<file path="src/rtl/time_entry.sv">
// ============================================================================
// time_entry: MM:SS digit editor with button edge detection and a
// seconds converter that offers the total over a valid/ready handshake.
// Revision: 1.0
// ============================================================================
`default_nettype none

module time_entry #(
  parameter int VAL_W = 12
) (
  input  logic             clk_i,
  input  logic             rst_ni,
  input  logic             inc_i,
  input  logic             dec_i,
  input  logic             next_i,
  input  logic             commit_i,
  input  logic             load_ready_i,
  output logic [3:0]       digit3_o,
  output logic [3:0]       digit2_o,
  output logic [3:0]       digit1_o,
  output logic [3:0]       digit0_o,
  output logic [1:0]       sel_o,
  output logic             load_valid_o,
  output logic [VAL_W-1:0] load_value_o,
  output logic             busy_o
);

  typedef enum logic [1:0] {
    EDIT  = 2'd0,
    CONV1 = 2'd1,
    CONV2 = 2'd2,
    OFFER = 2'd3
  } state_t;

  state_t           state_q;
  logic             inc_q, dec_q, next_q, commit_q;
  logic [3:0]       dig_q [4];
  logic [1:0]       sel_q;
  logic [6:0]       m_q;
  logic [5:0]       s_q;
  logic             valid_q;
  logic [VAL_W-1:0] value_q;
  logic             busy_q;

  logic             inc_ev, dec_ev, next_ev, commit_ev;
  logic [3:0]       max_d, cur_d, inc_val_d, dec_val_d;
  logic             all_zero_d;
  logic [6:0]       m_d;
  logic [5:0]       s_d;
  logic [11:0]      sec_d;
  logic [VAL_W-1:0] value_d;

  assign inc_ev    = inc_i    & ~inc_q;
  assign dec_ev    = dec_i    & ~dec_q;
  assign next_ev   = next_i   & ~next_q;
  assign commit_ev = commit_i & ~commit_q;

  // Odd cursor positions hold the tens digits (0-5), even ones the units (0-9).
  assign max_d      = sel_q[0] ? 4'd5 : 4'd9;
  assign cur_d      = dig_q[sel_q];
  assign inc_val_d  = (cur_d >= max_d) ? 4'd0 : cur_d + 4'd1;
  assign dec_val_d  = (cur_d == 4'd0) ? max_d : cur_d - 4'd1;
  assign all_zero_d = ~|{dig_q[3], dig_q[2], dig_q[1], dig_q[0]};

  // x*10 = x*8 + x*2; x*60 = x*64 - x*4.
  assign m_d     = {dig_q[3], 3'b000} + 7'({dig_q[3], 1'b0}) + 7'(dig_q[2]);
  assign s_d     = 6'({dig_q[1], 3'b000}) + 6'({dig_q[1], 1'b0}) + 6'(dig_q[0]);
  assign sec_d   = 12'({m_q, 6'b000000}) - 12'({m_q, 2'b00}) + 12'(s_q);
  assign value_d = VAL_W'(sec_d);

  always_ff @(posedge clk_i) begin
    if (!rst_ni) begin
      state_q  <= EDIT;
      inc_q    <= 1'b0;
      dec_q    <= 1'b0;
      next_q   <= 1'b0;
      commit_q <= 1'b0;
      for (int i = 0; i < 4; i++) dig_q[i] <= 4'd0;
      sel_q    <= 2'd3;
      m_q      <= 7'd0;
      s_q      <= 6'd0;
      valid_q  <= 1'b0;
      value_q  <= '0;
      busy_q   <= 1'b0;
    end else begin
      inc_q    <= inc_i;
      dec_q    <= dec_i;
      next_q   <= next_i;
      commit_q <= commit_i;
      case (state_q)
        EDIT: begin
          if (commit_ev) begin
            if (!all_zero_d) begin
              state_q <= CONV1;
              busy_q  <= 1'b1;
            end
          end else if (next_ev) begin
            sel_q <= sel_q - 2'd1;
          end else if (inc_ev && !dec_ev) begin
            dig_q[sel_q] <= inc_val_d;
          end else if (dec_ev && !inc_ev) begin
            dig_q[sel_q] <= dec_val_d;
          end
        end
        CONV1: begin
          m_q     <= m_d;
          s_q     <= s_d;
          state_q <= CONV2;
        end
        CONV2: begin
          value_q <= value_d;
          valid_q <= 1'b1;
          state_q <= OFFER;
        end
        OFFER: begin
          if (load_ready_i) begin
            valid_q <= 1'b0;
            busy_q  <= 1'b0;
            for (int i = 0; i < 4; i++) dig_q[i] <= 4'd0;
            sel_q   <= 2'd3;
            state_q <= EDIT;
          end
        end
        default: state_q <= EDIT;
      endcase
    end
  end

  assign digit3_o     = dig_q[3];
  assign digit2_o     = dig_q[2];
  assign digit1_o     = dig_q[1];
  assign digit0_o     = dig_q[0];
  assign sel_o        = sel_q;
  assign load_valid_o = valid_q;
  assign load_value_o = value_q;
  assign busy_o       = busy_q;

endmodule

`default_nettype wire

</file>
<file path="config.mk">
export PLATFORM = sky130hd
export DESIGN_NAME = time_entry
export DESIGN_NICKNAME = d
export VERILOG_FILES = /design/src/rtl/time_entry.sv
export SDC_FILE = /design/constraint.sdc
export NUM_CORES = 1
export LEC_CHECK = 0
export ABC_AREA = 1
export BUFFER_PORTS_ARGS = -buffer_cell sky130_fd_sc_hd__buf_4
export CAP_MARGIN = 20
export CORE_ASPECT_RATIO = 1.1
export CORE_MARGIN = 4
export CORE_UTILIZATION = 40
export DETAILED_ROUTE_END_ITERATION = 12
export GPL_ROUTABILITY_DRIVEN = 0
export GPL_TIMING_DRIVEN = 0
export MAX_ROUTING_LAYER = met4
export PLACE_DENSITY = 0.68
export SLEW_MARGIN = 15
export SYNTH_ARGS = -nofsm -noshare
export SYNTH_HDL_FRONTEND = slang
export SYNTH_SLANG_ARGS = --single-unit
export TNS_END_PERCENT = 1
</file>
<file path="constraint.sdc">
create_clock -name clk_i -period 2.1 [get_ports clk_i]
set_input_delay 0.42 -clock clk_i [delete_from_list [all_inputs] [get_ports clk_i]]
set_output_delay 0.42 -clock clk_i [all_outputs]
set_load 0.005 [all_outputs]
</file>
==> flow_summary_export.csv, run 1 <==
group,metric,value,unit
yosys,synth_seq_cells,53,
place,placement.io_buffers,37,
route,vias,2991,
die,start_util,41.38,%
place,hpwl,6.098,mm
job,max_cap_violations,0,
route,vias_per_cell,5.104,
cells_and_area,finalNonFillerCells,586,
critical_path,critical_path_class,"flip-flop to flip-flop",
yosys,netlist_instances,413,
critical_path,cp-start-kind,"flip-flop",
pwr,p_leak,1.975,nW
timing,fin_tns_setup,0,ns
yosys,ys_types,39,
die,num_rows,34,
die,ioPinCount,39,
clocking,cts_max_level,2,
pwr,fin_total_pwr,5.374,mW
yosys,synth_warnings,0,
min_path,hold_class,"input pin to flip-flop",
critical_path,cp_max_fo,4,
yosys,netlist.area_leader.share,22.50,%
yosys,ys.flop_type,"dfxtp_1",
pwr,internal_power,2.933,mW
grt,grt_pass1_vias,2864,
route,wirelength,8.134,mm
cells_and_area,multi_input_area,1868,um2
critical_path,arrival,2.15,ns
clocking,cts_tree,"done",
route,post_drt_wl_per_cell,13.88,um
yosys,async_flop_share,0,%
pwr,ir_worst_vdd,0.6825,mV
route,drt_iter0_markers,136,
min_path,hp-start,"next_i",
clocking,cts-root-buf,"clkbuf_8",
clocking,clk_path_buf_depth,2,
route,drc_errors,0,
timing,fin_ws,0.01872,ns
critical_path,critPathCaptureType,"flip-flop",
clocking,tritoncts.num_buffers,5,
yosys,syn-num-nets,458,
yosys,syn_area_per_cell,7.971,um2
yosys,syn_area,3292,um2
clocking,path_clk_slew,0.11,ns
route,dr.pass1.iters,4,
yosys,yosys-top-cells-count,"67 x nand2_1, 53 x inv_1, 46 x nor2_1",
place,dpl.cell_count,558,
critical_path,reg2reg_from,"dig_q[0][3]",
die,die_h,103.1,um
cells_and_area,layout-drive-gt1-share,22.38,%
critical_path,crit_path_start,"dig_q[0][3]",
timing,finClkSkew,0.01036,ns
grt,grtUsageTotal,17.43,%
clocking,clock_latency,0.31,ns
timing,maxSlewViolCount,0,
grt,antenna_found_initial,0,
timing,relSlewSlack,68.14,%
pwr,power_density,1324,nW/um2
die,core-area,7955,um2
pwr,combPwrFrac,58.4,%
cells_and_area,diodes,0,
cells_and_area,area_growth,23.26,%
pwr,p_clk_share,12.8,%
critical_path,r2r_cells,10,
pwr,pwr-share-seq,28.8,%
pwr,p_sw,2.441,mW
timing,worst_pin_slew,0.4778,ns
cells_and_area,seqCellArea,1222,um2
cells_and_area,nNetsFinal,522,
grt,grt_overflow,0,
place,dp_slack,-0.1214,ns
clocking,clock-sinks,53,
die,chipWidth,94.50,um
min_path,hold_depth,3,
yosys,synth_edf_count,16,
critical_path,critPathRequiredTime,2.17,ns
timing,timing.final.crit_period,2.081,ns
timing,final_hold_viol_count,0,
timing,setup_viol,0,
die,die_area,9747,um2
timing,rsz0062_at_grt,"true",
yosys,yosysSeqAreaShare,37.10,%
run_status,status,"completed",
yosys,synth.most_common_cell,"nand2_1",
pwr,sw_frac_of_total,45.43,%
grt,grt_max_degree,19,
yosys,synth_top_area_cell,"dfxtp_1",
timing,fin_crit_sh,99.11,%
route,detail-route-antenna-nets,0,
yosys,yosys-top-cells-area,"dfxtp_1 23%, edfxtp_1 15%, ha_1 13%",
timing,fmax,480.5,MHz
cells_and_area,n_fill_cell,758,
grt,grt_pass1_wl,13.08,mm
## sequential cells by signal, summed over array words and instances, names as in the netlist, named ones only
signal,cells
m_q,7
state_q,2
inc_q,1
commit_q,1
busy_o,1
dec_q,1
next_q,1
load_value_o,12
s_q,6
dig_q,16
load_valid_o,1
sel_o,2
## placed cells by master, fill, tap and decap left out, drive strengths merged, types with 5 or more instances in the layout
cell type | netlist | final
a21oi | 36 | 36
buf | 6 | 63
clkbuf | 4 | 10
dfxtp | 37 | 37
edfxtp | 16 | 16
ha | 34 | 34
inv | 58 | 59
nand2 | 72 | 72
nand3 | 28 | 28
nand4 | 7 | 7
nor2 | 48 | 48
nor3 | 5 | 5
o21ai | 29 | 29
xnor2 | 7 | 7
## area by class of cell
cell class / instances / share of cell area (%)
Buffer: 10 / 1.418
Clock buffer: 6 / 2.313
Clock inverter: 2 / 0.4934
Inverter: 60 / 5.797
Multi-Input combinational cell: 290 / 46.04
Sequential cell: 53 / 30.13
Tap cell: 108 / 3.330
Timing Repair Buffer: 57 / 10.48
## kinds of logic after synthesis
kind of cell	after synthesis	synth area share, %
and+or+nand+nor	161	22.01
buffers and inverters	70	8.741
adders and majority gates	38	15.36
AOI/OAI and AO/OA	80	13.87
DFF	53	37.10
xor gates and xnor gates	11	2.927
## power by group through the flow
stage / clock [mW] / combinational [mW] / sequential [mW]
3_3_place_gp: 0 / 2.79 / 1.57
3_5_place_dp: 0 / 2.85 / 1.58
2_1_floorplan: 0 / 2.10 / 1.53
5_1_grt: 0.741 / 3.53 / 1.59
4_1_cts: 0.701 / 2.93 / 1.55
6_report: 0.689 / 3.14 / 1.55
## through the flow
step	area [um2]	utilization (%)	hold slack, ns
finish	4058	51.01	0.2971
global route	4058	51.01	0.2923
CTS	3866	48.60	0.2947
detailed placement	3705	46.57	0.4582
global placement	3705	46.57	0.4550
floorplan	3292	-	0.4495
## metal layers
| metal | vias to the layer above | track usage [%] | wire, um |
|---|---|---|---|
| li1 | 1501 | - | - |
| met4 | 0 | 7.436 | 276 |
| met3 | 20 | 2.409 | 318 |
| met1 | 1395 | 19.56 | 3317 |
| met5 | - | - | 0 |
| met2 | 75 | 31.00 | 4222 |
## path summary, 6_finish.rpt
path	slack, ns	end
worst max-delay path	0.02	dig_q[0][1]
worst min-delay path	0.30	next_q
worst max register to register	0.02	dig_q[0][1]
worst min register to register	0.47	busy_o
## critical path, cell delays in order, from the launching register on
cell and delay, ns:
edfxtp_1 0.49, nand2_1 0.12, nand3_1 0.11, nand2_4 0.11, inv_4 0.05, ha_4 0.27, nand3_1 0.09, nand3_2 0.11
nor2_4 0.05, a22oi_2 0.32, nor2_1 0.10
## repair_timing
action,CTS,global route
setup buffers,3,16
hold buffers,0,0
hold endpoints to repair,0,0
gates resized for setup,5,18
setup endpoints to repair,17,19
pin swaps,2,9
gates cloned,0,1
Note: power is estimated with default switching activity, not from simulation.
==> run 2, diff against run 1 <==
--- a/config.mk
+++ b/config.mk
@@ -15,7 +15,7 @@
 export GPL_ROUTABILITY_DRIVEN = 0
 export GPL_TIMING_DRIVEN = 0
 export MAX_ROUTING_LAYER = met4
-export PLACE_DENSITY = 0.68
+export PLACE_DENSITY = 0.65
 export SLEW_MARGIN = 15
 export SYNTH_ARGS = -nofsm -noshare
 export SYNTH_HDL_FRONTEND = slang
==> constraint.sdc (replaced) <==
create_clock -name clk_i -period 2.5 [get_ports clk_i]
set_input_delay 0.5 -clock clk_i [delete_from_list [all_inputs] [get_ports clk_i]]
set_output_delay 0.5 -clock clk_i [all_outputs]
set_load 0.005 [all_outputs]
==> run 2 against run 1 <==
  * Register-to-register slack gained 0.23 ns
  * Maximum frequency shrank 7.6%
  * Critical path depth is the same
  * Clock power down 19%
  * Sequential share of layout area is 1.9 points higher
  * Hold slack improved by 0.082 ns
  * Sequential cell count stayed put
  * Die area did not move
  * Utilization is 3.1 points lower
  * Clock-buffer cell count unchanged
  * Largest cell class unchanged
==> flow_summary_export.csv, run 2 (synthesis gave the netlist of run 1 again) <==
group,metric,value,unit
place,placement.io_buffers,37,
timing,whs,0.3791,ns
critical_path,reg2reg_from,"dig_q[3][0]",
pwr,sw_frac_of_total,44.95,%
die,chipWidth,94.50,um
critical_path,critPathRequiredTime,2.71,ns
clocking,tritoncts.num_buffers,5,
timing,fin_crit_sh,90.12,%
route,drc_errors,0,
critical_path,crit_path_start,"dig_q[3][0]",
critical_path,arrival,2.46,ns
clocking,clk_path_buf_depth,2,
timing,timing.final.crit_period,2.253,ns
clocking,cts_tree,"done",
pwr,pwr-share-seq,30.6,%
critical_path,endpoint,"m_q[6]",
cells_and_area,largest_register_ffs,16,
job,max_cap_violations,0,
clocking,path_clk_slew,0.10,ns
timing,maxSlewViolCount,0,
cells_and_area,layout_common_cells,"67 x nand2_1, 53 x inv_1, 46 x nor2_1",
die,die_h,103.1,um
route,detail-route-antenna-nets,0,
critical_path,critPathCaptureType,"flip-flop",
critical_path,crit_buf_inv,3,
critical_path,worst_path_max_delay_cell,"fa_1",
timing,setup_viol,0,
clocking,cts_hold_buf,0,
timing,fin_tns_setup,0,ns
critical_path,crit_family,"adder cells",
pwr,combPwrFrac,56.3,%
clocking,clock-sinks,53,
timing,relSlewSlack,62.52,%
die,ioPinCount,39,
route,vias_per_cell,5.060,
timing,final_hold_viol_count,0,
grt,grt_max_degree,18,
timing,rsz0062_at_grt,"false",
clocking,cts_resized,0,
critical_path,timing.rr.end,"m_q[6]",
route,drt_iter0_markers,71,
die,num_rows,34,
cells_and_area,area_growth,15.81,%
clocking,cts_max_level,2,
critical_path,critical_path_class,"flip-flop to flip-flop",
clocking,post-cts-setup-buffers,0,
pwr,power_density,1112,nW/um2
die,start_util,41.38,%
run_status,status,"completed",
cells_and_area,top_register,"dig_q",
grt,grt_pass1_vias,2833,
grt,grt_pass1_wl,12.78,mm
die,die_area,9747,um2
grt,grtUsageTotal,17.04,%
cells_and_area,layout-drive-gt1-share,15.72,%
cells_and_area,mostFrequentLayoutCell,"nand2_1",
route,vias,2864,
pwr,p_leak,1.868,nW
critical_path,cp_num_cells,10,
die,core-area,7955,um2
grt,antenna_found_initial,0,
pwr,p_sw,1.906,mW
critical_path,cp_max_fo,5,
place,hpwl,5.969,mm
critical_path,cp-start-kind,"flip-flop",
pwr,internal_power,2.334,mW
cells_and_area,finalNonFillerCells,566,
timing,worst_pin_slew,0.5622,ns
cells_and_area,nNetsFinal,502,
pwr,p_clk_share,13.1,%
timing,finClkSkew,0.007135,ns
pwr,ir_worst_vdd,0.3963,mV
critical_path,cpMostUsedCell,"inv_1",
route,wirelength,7.550,mm
critical_path,cp_slowest_stage_delay,0.54,ns
critical_path,crit_chain,"inv_1, fa_1, inv_1, fa_1, nand2_1, nand2_1, a21oi_1, xnor2_1, o21ai_0, inv_1",
grt,grt_overflow,0,
critical_path,r2r_slack,0.25,ns
critical_path,r2r_cells,10,
min_path,hold_class,"input pin to flip-flop",
timing,fmax,443.9,MHz
route,dr.pass1.iters,6,
route,post_drt_wl_per_cell,13.34,um
place,dpl.cell_count,558,
cells_and_area,diodes,0,
clocking,clock_latency,0.31,ns
clocking,cts-root-buf,"clkbuf_8",
-- run 2: per-stage QoR --
stage	setup slack [ns]	cell area, um2	power (mW)	utilization (%)
floorplan	0.4004	3292	3.048	-
CTS	0.2398	3812	4.268	47.92
finish	0.2471	3812	4.240	47.92
detailed placement	0.2729	3705	3.694	46.57
global placement	0.3018	3705	3.653	46.57
global route	0.05102	3812	4.654	47.92
-- run 2: layout make-up --
cell class	count	area, um2
fillers	790	4143
multi-input cells	290	1783
flip-flops and latches	53	1221
repair buffers	37	277.8
inverters	60	230.2
well taps	108	135.1
clock buffers	6	93.84
plain buffers	10	57.56
clock inverters	2	13.76
-- run 2: power by group through the flow --
stage,registers [mW],logic [mW],clock network (mW)
floorplan,1.28,1.76,0
global placement,1.32,2.34,0
detailed placement,1.32,2.37,0
CTS,1.30,2.39,0.575
global route,1.33,2.73,0.595
finish,1.30,2.39,0.556
-- run 2: layer usage --
layer  up-vias  share of wire (%)  GRT usage (%)
met5         -                  0              -
met4         0                4.4          8.990
met3        27                3.3          2.336
met2        61                 51          29.64
met1      1323                 42          18.98
li1       1453                  -              -
-- run 2: worst min path at each step --
stage | endpoint | cells after the start | from | slack (ns)
after floorplan | load_value_o[1] | 2 | s_q[1] | 0.45
after global placement | busy_o | 2 | busy_o | 0.45
after detailed placement | load_valid_o | 2 | load_valid_o | 0.46
after CTS | commit_q | 3 | commit_i | 0.37
after global routing | next_q | 3 | next_i | 0.38
final | commit_q | 3 | commit_i | 0.38
-- run 2: worst min-delay path, stage by stage --
cell and delay (ns):
buf_4 0.08, nand2_1 0.04, inv_1 0.04
